`src/rtl/intr_pkg.sv`:
```
// Shared types and constants for the intr_ctrl interrupt controller.
package intr_pkg;

   typedef enum logic [1:0] {
      ST_IDLE    = 2'd0,
      ST_REQ     = 2'd1,
      ST_SERVICE = 2'd2
   } intr_state_t;

   localparam logic [9:0]  DEF_VEC_BASE   = 10'd860;
   localparam int unsigned DEF_VEC_STRIDE = 32'd20;

   // Width of a source index; a single-source build still needs one bit.
   function automatic int id_width(input int n);
      if (n > 1) begin
         return $clog2(n);
      end else begin
         return 1;
      end
   endfunction

endpackage

```
`src/rtl/intr_prio_enc.sv`:
```
// Combinational lowest-index-first priority encoder for intr_ctrl.
module intr_prio_enc #(
   parameter int N    = 8,
   parameter int ID_W = 3
) (
   input  logic [N-1:0]    req,
   output logic            valid,
   output logic [ID_W-1:0] id
);

   logic [N-1:0] lowest_s;

   // Isolate the lowest set bit, then OR-encode its position.
   always_comb begin
      lowest_s = req & (~req + N'(1));
      valid    = |req;
      id       = {ID_W{1'b0}};
      for (int i = 0; i < N; i++) begin
         id = id | (lowest_s[i] ? ID_W'(i) : {ID_W{1'b0}});
      end
   end

endmodule

```
`src/rtl/intr_ctrl.sv`:
```
// Edge-triggered interrupt controller with enable mask, fixed priority and req/ack/done handshake.
// Optional INTR_SYNC_EN adds a two-flop synchroniser on intr_in.
module intr_ctrl
   import intr_pkg::*;
#(
   parameter int                 N_SRC      = 8,
   parameter int                 ADDR_W     = 10,
   parameter logic [ADDR_W-1:0]  VEC_BASE   = ADDR_W'(DEF_VEC_BASE),
   parameter int unsigned        VEC_STRIDE = DEF_VEC_STRIDE,
   parameter logic [N_SRC-1:0]   EN_RST     = {N_SRC{1'b1}}
) (
   input  logic                          clk,
   input  logic                          reset,
   input  logic [N_SRC-1:0]              intr_in,
   input  logic                          intr_en_we,
   input  logic [N_SRC-1:0]              intr_en_in,
   input  logic                          intr_ack,
   input  logic                          intr_done,
   output logic                          intr_req,
   output logic [ADDR_W-1:0]             intr_dir_out,
   output logic [id_width(N_SRC)-1:0]    intr_id,
   output logic                          busy,
   output logic [N_SRC-1:0]              pending_out
);

   localparam int ID_W  = id_width(N_SRC);
   localparam int VEC_W = ADDR_W + 8;

   logic [N_SRC-1:0]  line_s;
   logic [N_SRC-1:0]  intr_prev_r;
   logic [N_SRC-1:0]  rise_s;
   logic [N_SRC-1:0]  clr_s;
   logic [N_SRC-1:0]  pending_r;
   logic [N_SRC-1:0]  pending_nxt_s;
   logic [N_SRC-1:0]  en_mask_r;
   logic [N_SRC-1:0]  enabled_s;
   logic              win_valid_s;
   logic [ID_W-1:0]   win_id_s;
   logic [ADDR_W-1:0] win_vec_s;
   intr_state_t       state_r;
   intr_state_t       state_nxt_s;

   // Vector is formed with headroom and then truncated to the address width.
   function automatic logic [ADDR_W-1:0] vec_addr(input logic [ID_W-1:0] src);
      return ADDR_W'(VEC_W'(VEC_BASE) + VEC_W'(src) * VEC_W'(VEC_STRIDE));
   endfunction

`ifdef INTR_SYNC_EN
   logic [N_SRC-1:0] sync1_r;
   logic [N_SRC-1:0] sync2_r;

   // Two-flop synchroniser; resets high so a line held high across reset stays quiet.
   always_ff @(posedge clk or posedge reset) begin
      if (reset) begin
         sync1_r <= {N_SRC{1'b1}};
         sync2_r <= {N_SRC{1'b1}};
      end else begin
         sync1_r <= intr_in;
         sync2_r <= sync1_r;
      end
   end

   assign line_s = sync2_r;
`else
   assign line_s = intr_in;
`endif

   // Edge history, pending latches and enable mask.
   always_ff @(posedge clk or posedge reset) begin
      if (reset) begin
         intr_prev_r <= {N_SRC{1'b1}};
         pending_r   <= {N_SRC{1'b0}};
         en_mask_r   <= EN_RST;
      end else begin
         intr_prev_r <= line_s;
         pending_r   <= pending_nxt_s;
         if (intr_en_we) begin
            en_mask_r <= intr_en_in;
         end else begin
            en_mask_r <= en_mask_r;
         end
      end
   end

   // New rising edges win over the acknowledge clear of the same bit.
   always_comb begin
      rise_s = line_s & ~intr_prev_r;
      if ((state_r == ST_REQ) && intr_ack) begin
         clr_s = N_SRC'(1) << intr_id;
      end else begin
         clr_s = {N_SRC{1'b0}};
      end
      pending_nxt_s = (pending_r & ~clr_s) | rise_s;
      enabled_s     = pending_r & en_mask_r;
   end

   intr_prio_enc #(
      .N    (N_SRC),
      .ID_W (ID_W)
   ) u_prio_enc (
      .req   (enabled_s),
      .valid (win_valid_s),
      .id    (win_id_s)
   );

   assign win_vec_s = vec_addr(win_id_s);

   // Next-state logic for the request handshake.
   always_comb begin
      state_nxt_s = state_r;
      case (state_r)
         ST_IDLE: begin
            if (win_valid_s) begin
               state_nxt_s = ST_REQ;
            end else begin
               state_nxt_s = ST_IDLE;
            end
         end
         ST_REQ: begin
            if (intr_ack) begin
               state_nxt_s = ST_SERVICE;
            end else begin
               state_nxt_s = ST_REQ;
            end
         end
         ST_SERVICE: begin
            if (intr_done) begin
               state_nxt_s = ST_IDLE;
            end else begin
               state_nxt_s = ST_SERVICE;
            end
         end
         default: begin
            state_nxt_s = ST_IDLE;
         end
      endcase
   end

   // State register and registered CPU-facing outputs; id/vector frozen outside IDLE.
   always_ff @(posedge clk or posedge reset) begin
      if (reset) begin
         state_r      <= ST_IDLE;
         intr_req     <= 1'b0;
         busy         <= 1'b0;
         intr_id      <= {ID_W{1'b0}};
         intr_dir_out <= {ADDR_W{1'b0}};
      end else begin
         state_r  <= state_nxt_s;
         intr_req <= (state_nxt_s == ST_REQ);
         busy     <= (state_nxt_s == ST_SERVICE);
         if ((state_r == ST_IDLE) && win_valid_s) begin
            intr_id      <= win_id_s;
            intr_dir_out <= win_vec_s;
         end else begin
            intr_id      <= intr_id;
            intr_dir_out <= intr_dir_out;
         end
      end
   end

   assign pending_out = pending_r;

endmodule

```
`config.mk`:
```
export PLATFORM = sky130hd
export DESIGN_NAME = intr_ctrl
export DESIGN_NICKNAME = d
export VERILOG_FILES = /design/src/rtl/intr_pkg.sv /design/src/rtl/intr_prio_enc.sv /design/src/rtl/intr_ctrl.sv
export SDC_FILE = /design/constraint.sdc
export NUM_CORES = 1
export LEC_CHECK = 0
export CORE_UTILIZATION = 44
export DETAILED_ROUTE_END_ITERATION = 16
export PLACE_DENSITY_LB_ADDON = 0.2
export SYNTH_ARGS = -nofsm -noshare
export SYNTH_HDL_FRONTEND = slang
export SYNTH_SLANG_ARGS = --single-unit
```
`constraint.sdc`:
```
create_clock -name clk -period 2.65 [get_ports clk]
set_input_delay 0.53 -clock clk [delete_from_list [all_inputs] [get_ports clk]]
set_output_delay 0.53 -clock clk [all_outputs]
set_load 0.05 [all_outputs]
```
==> metrics.txt <==
placed cell count=244; Clock Path Buffers=2; max cap viols=0; WHS=0.4829 ns; antenna cells=0; final hold vios=0; vias in the first global route=1386; final setup vio count=0; synth warn=0; 1st-iter DRT viols=83; RSZ-0062 raised after global routing=no; Worst Path Arrival=2.75 ns; Layout Nets=229; core area=3771 um2; initial antenna violation count=0; GRT overflow=0; critical path class=flop to flop; Seq. cell area=1003 um2; num rows=22; f_max=395.6 MHz; Hold Path Class=flop to flop; Gate Count Post-Synth=157; Async SR Flop Fraction=100.0%; Num Clock Sinks=39; family with the most delay on the worst path=compound AO/OA/AOI/OAI gates; area used by multi-input combinational logic=726.9 um2; Max FO, Critical Path=3; PnR worst setup slack=0.1220 ns; setup TNS=0 ns; Synth Flop Type=dfrtp_1; minimum clock period=2.528 ns; Cell Count, Final, Fillers Out=252; die height=65.55 um; final WL=3832 um; Reg clk slew, reported paths=0.07 ns; ANT nets after route=0; die area=4296 um2; Die Width=65.55 um; Ports=44; post-DR wirelength/cell=15.21 um; Max VDD drop=730.3 uV; Mapped Area=1777 um2; vias=1334; pre-CTS WS=0.01177 ns; hpwl dp=2760 um; routability congestion estimate=0.8657; part of the cycle the worst path needs=95.40%; CTS tree=yes; leakage power figure=0.9993 nW; first-pass iteration count of the detailed router=4; filler instances=296; slew margin rel.=57.80%; Seq cells post-synth=39; most used cell, CP=ha_1; largest net degree at the start of global routing=40; Layout area overhead=34.16%; Tightest Pin Transition=0.6330 ns; Post-route DRC=0; cts bufs inserted=5; CP endpoint kind=flop; Clk Latency, worst-skew pair=0.29 ns; CTS root buffer=clkbuf_8; Post-synth EDFFs=0; crit-path cells=nand2_1 > a32o_1 > a32oi_4 > inv_2 > ha_1 > ha_1 > ha_1 > inv_2 > nand2_2 > a2111oi_4 > a211oi_2 > nand3_1; CP max-delay cell=dfstp_2; first-pass GRT wire length=6513 um; port bufs=41; syn_area_per_cell=11.32 um2; Via density=5.294; status=finished clean; H-tree Lvls=2; Unique masters post-synth=38; Final Skew=0.005238 ns; sequential fraction of the synthesis area=56.06%; CP Launch Type=flop; max-slew violation count=0; Overall Global Routing Usage=20.60%; buffers plus inverters on the worst setup path=2; Initial Util=47.11%; Cell Pwr Density=1144 nW/um2; Max stage delay on crit path=0.54 ns; worst endpoint required time=2.88 ns; share of layout cells above drive strength 1=25.98%
## area by class of cell
| class | count | area share (%) |
|---|---|---|
| Tap cell | 48 | 2.520 |
| Inverter | 14 | 2.205 |
| Sequential cell | 39 | 42.10 |
| Timing Repair Buffer | 45 | 18.48 |
| Clock buffer | 8 | 4.199 |
| Multi-Input combinational cell | 98 | 30.50 |
## state kept, by name, indices dropped and copies added (netlist names)
| signal | flops |
|---|---|
| intr_req | 1 |
| busy | 1 |
| state_r | 2 |
| pending_out | 8 |
| intr_dir_out | 8 |
| intr_id | 3 |
| en_mask_r | 8 |
| intr_prev_r | 8 |
## worst register-to-register path: cells and delay by family, from the launching register on
kind	cells	cell delay (ns)
AOI/OAI and AO/OA	4	0.79
adders and majority gates	3	0.72
DFF	1	0.54
and+or+nand+nor	3	0.24
buffers and inverters	2	0.17
## timing repair
action | in CTS | in global routing
hold buffers | 0 | 0
endpoints found under the setup margin | 1 | 2
pin swaps | 0 | 3
resized for setup | 1 | 7
setup buffers | 0 | 0
## kinds of logic (layout without fill, tap and decap cells)
logic type | count (synthesis) | count (layout) | share of synthesized area (%)
AOI/OAI and AO/OA | 47 | 47 | 19.08
DFF | 39 | 39 | 56.06
and+or+nand+nor | 34 | 34 | 9.297
buffers and inverters | 21 | 67 | 5.774
muxes | 8 | 8 | 5.071
adders and majority gates | 5 | 5 | 3.521
xor gates and xnor gates | 2 | 2 | 0.9861
other | 1 | 2 | 0.2111
## path summary, 6_finish.rpt
check / slack (ns) / start / end / cells after the start
worst min-delay path: 0.48 / intr_dir_out[2]$_DFFE_PP0P_ / intr_dir_out[2]$_DFFE_PP0P_ / 1
worst min register to register: 0.48 / intr_dir_out[2]$_DFFE_PP0P_ / intr_dir_out[2]$_DFFE_PP0P_ / 1
worst max-delay path: 0.12 / en_mask_r[6]$_DFFE_PP1P_ / intr_dir_out[7]$_DFFE_PP0P_ / 12
worst max register to register: 0.12 / en_mask_r[6]$_DFFE_PP1P_ / intr_dir_out[7]$_DFFE_PP0P_ / 12
max in group asynchronous: 1.63 / reset / pending_out[0]$_DFF_PP0_ / 3
min in group asynchronous: 0.64 / reset / intr_dir_out[8]$_DFFE_PP0P_ / 3
## report_power, final
group | internal, W | switching, W
combinational | 0.000489 | 0.000886
sequential | 0.000780 | 0.000134
clock | 0.000237 | 0.000200
total | 0.00151 | 0.00122
## layout by cell type (no fill, tap or decap), types with 2 or more instances in the layout
| master | count |
|---|---|
| o31ai_1 | 3 |
| nand3_1 | 2 |
| dfrtp_1 | 17 |
| conb_1 | 2 |
| xnor2_1 | 2 |
| a32o_1 | 3 |
| buf_4 | 4 |
| inv_2 | 2 |
| clkdlybuf4s50_1 | 41 |
| a22oi_1 | 2 |
| ha_1 | 5 |
| nand2_1 | 17 |
| o21ai_0 | 21 |
| dfrtp_2 | 6 |
| a211oi_2 | 2 |
| a2111oi_4 | 2 |
| inv_1 | 12 |
| a21o_1 | 2 |
| nand2b_1 | 3 |
| mux2_2 | 8 |
| a21oi_1 | 4 |
| nor2_1 | 3 |
| dfstp_2 | 16 |
| clkbuf_8 | 7 |
## synth_stat cells (3+ instances only)
master	instances	area share, %
nand2b_1	3	1.1
dfrtp_1	23	32
ha_1	5	3.5
nand2_1	18	3.8
mux2_2	8	5.1
dfstp_2	16	24
o21ai_0	22	6.2
nor2_1	3	0.63
o31ai_1	3	1.3
inv_1	14	3.0
a21oi_1	4	1.1
a32o_1	3	1.7
## per-layer routing
layer | vias to the layer above | wire [um] | track usage [%]
met1 | 654 | 1799 | 26.57
met2 | 32 | 1804 | 32.60
met4 | 0 | 51 | 7.609
met5 | - | 0 | 0
li1 | 643 | - | -
met3 | 5 | 177 | 6.076
## through the flow
step	total power, W	util (%)	instance area, um2
floorplan	0.001860	-	1795
global placement	0.002235	59.56	2246
detailed placement	0.002266	59.56	2246
CTS	0.002725	62.54	2359
global route	0.002906	63.21	2384
finish	0.002726	63.21	2384
Note: power is estimated with default switching activity, not from simulation.
